**config.mk**
```make
export PLATFORM = sky130hd
export DESIGN_NAME = fp_add_normalize
export DESIGN_NICKNAME = d
export VERILOG_FILES = /design/src/rtl/fp_add_normalize.sv
export SDC_FILE = /design/constraint.sdc
export NUM_CORES = 1
export LEC_CHECK = 0
export CORE_UTILIZATION = 40
export CTS_BUF_LIST = sky130_fd_sc_hd__clkbuf_16
export DETAILED_ROUTE_END_ITERATION = 7
export GPL_ROUTABILITY_DRIVEN = 0
export PLACE_DENSITY = 0.63
export RECOVER_POWER = 50
export REMOVE_ABC_BUFFERS = 1
export SLEW_MARGIN = 20
export SYNTH_ARGS = -nofsm -noshare
export SYNTH_HDL_FRONTEND = slang
export SYNTH_SLANG_ARGS = --single-unit
```
**constraint.sdc**
```tcl
create_clock -name clk -period 5.3 [get_ports clk]
set_input_delay 1.59 -clock clk [delete_from_list [all_inputs] [get_ports clk]]
set_output_delay 1.59 -clock clk [all_outputs]
set_load 0.01 [all_outputs]
```
**src/rtl/fp_add_normalize.sv**
```systemverilog
// fp_add_normalize
//   Post-add normalizer for the single-precision FP adder. Takes the raw
//   {sign, exponent, 25-bit significand sum} from the mantissa adder,
//   normalizes it one left shift per cycle, truncates, and packs an
//   IEEE-754 word. One operation in flight; valid/ready on both sides.
//
// Ports
//   clk, rst             rising-edge clock, asynchronous active-high reset
//   in_valid / in_ready  operand handshake (ready only while idle)
//   in_sign, in_exp      result sign and common exponent after alignment
//   in_mant              raw sum: [MAN_W+1]=carry, [MAN_W]=hidden, rest=fraction
//   out_valid/out_ready  result handshake
//   out_num              packed {sign, exp, frac}
//   out_ovf, out_unf     overflow-to-infinity / underflow-flushed-to-zero flags
module fp_add_normalize #(
    parameter int EXP_W = 8,
    parameter int MAN_W = 23
) (
    input  logic                   clk,
    input  logic                   rst,
    input  logic                   in_valid,
    output logic                   in_ready,
    input  logic                   in_sign,
    input  logic [EXP_W-1:0]       in_exp,
    input  logic [MAN_W+1:0]       in_mant,
    output logic                   out_valid,
    input  logic                   out_ready,
    output logic [EXP_W+MAN_W:0]   out_num,
    output logic                   out_ovf,
    output logic                   out_unf
);

    localparam logic [2:0] S_IDLE  = 3'd0;
    localparam logic [2:0] S_CHECK = 3'd1;
    localparam logic [2:0] S_SHIFT = 3'd2;
    localparam logic [2:0] S_PACK  = 3'd3;
    localparam logic [2:0] S_DONE  = 3'd4;

    localparam logic [EXP_W-1:0] EXP_MAX = '1;
    localparam logic [EXP_W-1:0] EXP_ONE = EXP_W'(1);

    logic [2:0]             r_state;
    logic                   r_sign;
    logic [EXP_W-1:0]       r_exp;
    logic [MAN_W+1:0]       r_mant;
    logic [EXP_W+MAN_W:0]   r_res;
    logic                   r_ovf;
    logic                   r_unf;

    logic [EXP_W-1:0]       w_exp_inc;
    logic [EXP_W-1:0]       w_exp_dec;
    logic [MAN_W+1:0]       w_mant_shl;
    logic [EXP_W+MAN_W:0]   w_flush;

    assign w_exp_inc  = r_exp + EXP_ONE;
    assign w_exp_dec  = r_exp - EXP_ONE;
    assign w_mant_shl = {r_mant[MAN_W:0], 1'b0};
    assign w_flush    = {r_sign, {(EXP_W+MAN_W){1'b0}}};

    assign in_ready = (r_state == S_IDLE) && !rst;

    // Result word is assembled in r_res during CHECK/SHIFT; PACK copies it
    // to the outputs so out_num/flags only move when a result is presented.
    always_ff @(posedge clk or posedge rst) begin
        if (rst) begin
            r_state   <= S_IDLE;
            r_sign    <= 1'b0;
            r_exp     <= '0;
            r_mant    <= '0;
            r_res     <= '0;
            r_ovf     <= 1'b0;
            r_unf     <= 1'b0;
            out_valid <= 1'b0;
            out_num   <= '0;
            out_ovf   <= 1'b0;
            out_unf   <= 1'b0;
        end else begin
            case (r_state)
                S_IDLE: begin
                    if (in_valid) begin
                        r_sign  <= in_sign;
                        r_exp   <= in_exp;
                        r_mant  <= in_mant;
                        r_state <= S_CHECK;
                    end
                end
                S_CHECK: begin
                    r_ovf   <= 1'b0;
                    r_unf   <= 1'b0;
                    r_state <= S_PACK;
                    if (r_exp == EXP_MAX) begin
                        r_res <= {r_sign, EXP_MAX, r_mant[MAN_W-1:0]};
                    end else if (r_mant == '0) begin
                        r_res <= '0;                 // exact zero is always +0
                    end else if (r_exp == '0) begin
                        r_res <= w_flush;
                        r_unf <= 1'b1;
                    end else if (r_mant[MAN_W+1]) begin
                        // carry out: renormalize right by one, LSB truncated
                        if (w_exp_inc == EXP_MAX) begin
                            r_res <= {r_sign, EXP_MAX, {MAN_W{1'b0}}};
                            r_ovf <= 1'b1;
                        end else begin
                            r_res <= {r_sign, w_exp_inc, r_mant[MAN_W:1]};
                        end
                    end else if (r_mant[MAN_W]) begin
                        r_res <= {r_sign, r_exp, r_mant[MAN_W-1:0]};
                    end else begin
                        r_state <= S_SHIFT;
                    end
                end
                S_SHIFT: begin
                    // exp cannot go below 1 here; hitting 1 with no hidden bit
                    // would need a denormal, which is flushed instead.
                    if (r_exp == EXP_ONE) begin
                        r_res   <= w_flush;
                        r_unf   <= 1'b1;
                        r_state <= S_PACK;
                    end else begin
                        r_mant <= w_mant_shl;
                        r_exp  <= w_exp_dec;
                        if (w_mant_shl[MAN_W]) begin
                            r_res   <= {r_sign, w_exp_dec, w_mant_shl[MAN_W-1:0]};
                            r_state <= S_PACK;
                        end
                    end
                end
                S_PACK: begin
                    out_num   <= r_res;
                    out_ovf   <= r_ovf;
                    out_unf   <= r_unf;
                    out_valid <= 1'b1;
                    r_state   <= S_DONE;
                end
                S_DONE: begin
                    if (out_ready) begin
                        out_valid <= 1'b0;
                        r_state   <= S_IDLE;
                    end
                end
                default: r_state <= S_IDLE;
            endcase
        end
    end

endmodule
```
# Word level (Yosys, flattened, before mapping)
# Cells that the tools add are included.
# totals
output_inout_bits	36
in_bits	38
register_bits	106
word_cells	77
# op_classes
muxes	37
addsub	2
n_eq_ne	13
reduce_logical	14
# ops
op	count
32-bit two-way mux	7
32-bit case mux with 2 select lines	1
25-bit two-way mux	2
25-bit case mux with 2 select lines	1
31-bit two-way mux	1
25-bit zero test	1
8-bit equality test (second input constant)	2
8-bit two-way mux	2
8-bit case mux with 2 select lines	1
1-bit two-way mux	15
3-bit case mux with 5 select lines	1
3-bit two-way mux	4
3-bit AND reduction	3
8-bit by 1-bit adder with 8-bit output (second input constant)	1
8-bit by 1-bit equality test with 1-bit output (second input constant)	1
8-bit zero test	1
2-bit != test (second input constant)	4
8-bit by 1-bit subtractor with 8-bit output (second input constant)	1
3-bit by 2-bit equality test with 1-bit output (second input constant)	2
6-bit != test (second input constant)	1
2-bit AND reduction	3
2-bit nonzero test	3
1-bit case mux with 2 select lines	2
3-bit by 1-bit equality test with 1-bit output (second input constant)	1
other kinds (5)	5

# Longest topological paths before layout
# depth
depth_word	8
mapped_depth	10
ltp_nobuf	8

# Worst setup path before layout
# Ideal clock, no wire load.
# synth_path
kind	in2out
start	input rst
end	output in_ready
path_buffers	0
path_stages	1
required_ns	3.710
path_slack_ns	1.767
arrival_ns	1.943
cell_sequence	nor4_1
# synth_between
elab_chain_cells	2
# synth_lines
element	line_no	text
start: declaration	20	input logic rst,
1-bit zero test (no line)	n/a	
1-bit logical AND	60	assign in_ready = (r_state == S_IDLE) && !rst;
end: declaration	22	output logic in_ready,
# No other way between the ends.

# Final worst setup path
# Same ends and word-level chain as after synthesis.

==> impl_metrics.env <==
export IMPL_period_minus_slack_ns=4.50
export IMPL_antennaDiodeCount=0
export IMPL_crit_fanout=2
export IMPL_skew_ns=0.0117
export IMPL_wl_per_cell_um=16.6
export IMPL_slowest_delay_ns=0.58
export IMPL_grt_pass1_vias=3879
export IMPL_p_per_area_mw_per_mm2=667
export IMPL_rows=41
export IMPL_final_common_cell="dfrtp_1"
export IMPL_vias=4140
export IMPL_core_sq_mm=0.0127
export IMPL_leakage_nw=2.65
export IMPL_via_per_inst=5.63
export IMPL_drv_cap=3
export IMPL_nNetsFinal=602
export IMPL_clk_root_buffer_cell="clkbuf_16"
export IMPL_drc=0
export IMPL_hpwlAfterDp_mm=8.21
export IMPL_ys_types=56
export IMPL_r2r_cells=7
export IMPL_crit_required_ns=3.71
export IMPL_syn_to_final_growth_pct=20.7
export IMPL_final_cell_mix="dfrtp_1, nand2_1, clkdlybuf4s50_1"
export IMPL_rrSetupSlack_ns=1.95
export IMPL_tns_ns=0
export IMPL_synth_seq_cells=106
export IMPL_path_clk_slew_ns=0.07
export IMPL_synth_edf_count=0
export IMPL_finalHoldViolCount=0
export IMPL_cts_tree="yes"
export IMPL_overflow=0
export IMPL_place_area_sq_mm=0.00606
export IMPL_clk_latency_ns=0.35
export IMPL_rr_startpoint="r_state[1]"
export IMPL_grt_pass1_wl_mm=20.0
export IMPL_io_buffers=73
export IMPL_violations="capacitance limit, slew limit"
export IMPL_crit_slowest_cell="clkdlybuf4s50_1"
export IMPL_critPathKind="in -> out"
export IMPL_ys_seq_area_share_pct=50.5
export IMPL_startpoint_type="input port"
export IMPL_grt_max_degree=52
export IMPL_critPathLaunch="rst"
export IMPL_synth_largest_area_cell="dfrtp_1"
export IMPL_crit_buf_inv=2
export IMPL_numCtsBuffers=9
export IMPL_crit_family="buffers and inverters"
export IMPL_cts_resized=0
export IMPL_synth_top_area_share_pct=50.5
export IMPL_arrival_ns=2.91
export IMPL_drtIter0Drc=337
export IMPL_grt_antenna_before_repair=0
export IMPL_fin_area_sq_mm=0.00633
export IMPL_setup_violations=0
export IMPL_clock_sinks=106
export IMPL_synthArstFlopShare_pct=100
export IMPL_status="complete, but fails checks"
export IMPL_rsz0062_at_grt="no"
export IMPL_crit_chain="dlygate4sd3_1, nor4_1, clkdlybuf4s50_1"
export IMPL_r2r_end="r_res[23]"
export IMPL_io_pins=74
export IMPL_synth_ff_type="dfrtp_1"
export IMPL_post_route_period_util_pct=84.9
export IMPL_clock_path_buffers=2
export IMPL_critPathCaptureType="primary output"
export IMPL_synth_warnings=0
export IMPL_firstDrtPassIters=5
export IMPL_initial_utilization_pct=41.2
export IMPL_holdPathEnd="r_ovf"
export IMPL_synth_area_top_cells="dfrtp_1, mux2_2, nand2_1"
export IMPL_syn_avg_cell_area_sq_um=10.3
export IMPL_wl_mm=12.2
export IMPL_hold_class="reg -> reg"
export IMPL_hp_start="r_ovf"
export IMPL_drive_gt1_share_pct=11.7
export IMPL_synth_cell_area_sq_mm=0.00525
export IMPL_whs_path_depth=2
export IMPL_slew_viol_final=128
export IMPL_dieHeight_um=117
export IMPL_max_slew_margin_pct=-49.3
export IMPL_worst_slew_pin_slew_ns=2.23
export IMPL_ir_drop_v=0.000221
export IMPL_max_freq_ghz=0.222
export IMPL_post_cts_setup_buffer_count=0
export IMPL_htreeDepth=3
export IMPL_drt_antenna_violating_nets=0
export IMPL_die_x_um=117
export IMPL_die_area_sq_mm=0.0136
export IMPL_ctsHoldBuffers=0
export IMPL_synthCells=510
export IMPL_grt_use_total_pct=19.0
[report_power, final]
part           switching [W]  leakage (nW)  internal (W)  total (W)
Combinational       0.000954          1.22      0.000972    0.00193
Clock               0.000326         0.142      0.000329   0.000656
Sequential          0.000436          1.29       0.00121    0.00164
[area by class of cell]
type / instances / area (sq um)
Clock buffer: 9 / 225
Clock inverter: 7 / 60.1
Fill cell: 1202 / 6390
Inverter: 3 / 12.5
Multi-Input combinational cell: 360 / 2400
Sequential cell: 106 / 2650
Tap cell: 172 / 215
Timing Repair Buffer: 79 / 766
[Yosys cell counts (2+ instances only)]
| cell type | instances |
|---|---|
| buf_1 | 2 |
| o21ai_0 | 12 |
| o22ai_1 | 2 |
| nor4_1 | 6 |
| nor3_1 | 12 |
| o31ai_1 | 5 |
| nand4_1 | 7 |
| or3_1 | 3 |
| nand2_1 | 76 |
| a21oi_1 | 19 |
| nor3b_1 | 3 |
| and2_1 | 3 |
| nor2_1 | 41 |
| xnor2_1 | 8 |
| nand3_1 | 5 |
| o21ai_2 | 2 |
| a22o_1 | 23 |
| buf_2 | 13 |
| a31o_2 | 2 |
| ha_1 | 5 |
| inv_1 | 3 |
| a211oi_1 | 2 |
| and3_1 | 5 |
| a221o_1 | 25 |
| nor2b_1 | 3 |
| a22oi_1 | 2 |
| buf_6 | 3 |
| mux2_2 | 35 |
| xor2_1 | 6 |
| dfrtp_1 | 106 |
| clkbuf_1 | 23 |
| a31oi_1 | 24 |
[how the worst max path moves through the flow]
stage                             to  cells past startpoint
after global routing        r_res[2]                      3
after CTS                   in_ready                      3
after floorplan           out_num[0]                      1
final                       in_ready                      3
after global placement      in_ready                      3
after detailed placement    in_ready                      3
[logic make-up (layout without fill, tap and decap cells)]
kind of cell,after synthesis,count (layout),synth area share (%)
compound gates,130,130,18.7
xor+xnor,14,14,2.34
fa+ha+maj,5,5,1.19
buf+inv,44,98,3.89
flops,106,106,50.5
mux,35,35,7.51
simple gates,176,176,15.8
[worst register-to-register path, cell delays in order (launching register included)]
cell and delay [ns]:
dfrtp_1 0.55, nor2b_1 0.26, nand2b_1 0.95, a2bb2oi_2 0.45
o21ai_2 0.24, buf_4 0.31, a222oi_1 0.36, o21ai_1 0.11
[stage by stage]
stage	hold WS [ns]	cells	utilization [%]	worst slack (ns)	power (W)
2_1_floorplan	0.445	469	-	0.921	0.00287
3_3_place_gp	0.468	720	47.7	0.896	0.00352
3_5_place_dp	0.468	720	47.7	0.874	0.00358
4_1_cts	0.485	736	49.9	0.875	0.00424
5_1_grt	0.506	736	49.8	0.609	0.00455
6_report	0.480	736	49.8	0.800	0.00422
[state kept, by name (all words and copies together) (netlist names)]
register and cells:
r_ovf 1, out_num 32, r_state 3, r_sign 1
r_exp 8, out_valid 1, r_mant 25, out_unf 1
r_unf 1, out_ovf 1, r_res 32
[routing by layer]
metal	up-vias	global-route usage, %	share of wire (%)
li1	1975	-	-
met1	2057	26.5	47
met2	95	30.4	48
met3	13	3.01	3.9
met4	0	6.08	1.6
met5	-	0	0
No activity file was read; power rests on OpenSTA's default activity.
==> RTL edit, RTL diff (config.mk and constraints unchanged) <==
`EXP_W`: 8 -> 12.
--- a/src/rtl/fp_add_normalize.sv
+++ b/src/rtl/fp_add_normalize.sv
@@ -14,5 +14,5 @@
 //   out_ovf, out_unf     overflow-to-infinity / underflow-flushed-to-zero flags
 module fp_add_normalize #(
-    parameter int EXP_W = 8,
+    parameter int EXP_W = 12,
     parameter int MAN_W = 23
 ) (
Interface: changed (resized in_exp and out_num); port bits go from 74 to 82. No check against the original RTL was run, so the function may have changed too.
==> RTL edit against the unedited design <==
The flow still finishes with violations (capacitance limit, slew limit); sequential cell count up 12; wire length up 35%; largest cell class is now multi-input gates; worst setup slack worse by 0.032 ns; highest routed layer unchanged; critical path type unchanged; via count up 33%; design area up 24%; core utilization up 1.3 points; sequential power up 13%; critical path depth unchanged; total power up 27%; area after synthesis up 20%; die area up 20%; clock power up 74%.
==> RTL edit: results (changes against the unedited design) <==
- Placed inst area: 0.00725 mm2 (+20%)
- P_leak: 3.07 nW (+16%)
- Routed vias/inst: 5.77 (+2.5%)
- Hold slack: 0.474 ns (-0.00536 ns)
- Top Registers: out_num: 36 flops, r_res: 36 flops, r_mant: 25 flops
- CTS H-tree lvls: 4 (+1)
- # fillers: 1448 (+20%)
- Post-Route Skew: 0.0101 ns (-0.00162 ns)
- Slew Limit Fails: 53 (-59%)
- Status: finished, violations left
- Worst flop-to-flop path endpoint: r_res[19]
- Post-place setup slack: 0.886 ns (+0.0125 ns)
- Reported max-cap violation count: 1 (-2)
- Netlist cell types: 62 (+11%)
- Failing checks: capacitance limit, slew limit
- Reg-to-Reg Start: r_state[0]
- Reg2reg setup slack: 1.31 ns (-0.64 ns)
- Number of DRC markers in iteration 0: 577 (+71%)
- GRT Total Usage: 21.4% (+2.4 points)
- Met3 Use GR: 5.03% (+2.0 points)
- Hold Startpoint: out_num[2]
- Post-synth top cells: dfrtp_1, nand2_1, nor2_1
- WL per Instance: 17.2 um (+3.5%)
- Maximum vdd drop: 0.000282 V (+28%)
- Layout cell share with drive strength beyond 1: 12.2% (+0.48 points)
- Final period utilization: 85.5% (+0.60 points)
- Wire length on met2: 7.85 mm (+34%)
RTL edit: cells by family (layout without fill, tap and decap cells):
kind of cell | after synthesis | count (layout) | share of synthesized area, %
flops | 118 | 118 | 46.8
simple gates | 249 | 249 | 19.4
fa+ha+maj | 4 | 4 | 0.793
compound gates | 185 | 185 | 19.8
buf+inv | 84 | 145 | 5.75
xor+xnor | 19 | 19 | 2.64
mux | 27 | 27 | 4.82
RTL edit: final cells by class:
class                           instances  share of cell area, %
Timing Repair Buffer                   93                   11.7
Clock inverter                         15                   2.06
Tap cell                              211                   3.37
Sequential cell                       118                   37.7
Inverter                               20                  0.991
Multi-Input combinational cell        484                   38.7
Clock buffer                           17                   5.44
RTL edit: report_power, final:
part	switching [mW]	total, mW	leakage (nW)	internal [mW]
registers	0.508	1.86	1.40	1.35
logic	1.28	2.35	1.39	1.07
clock network	0.410	1.14	0.287	0.731
total	2.20	5.35	3.07	3.15
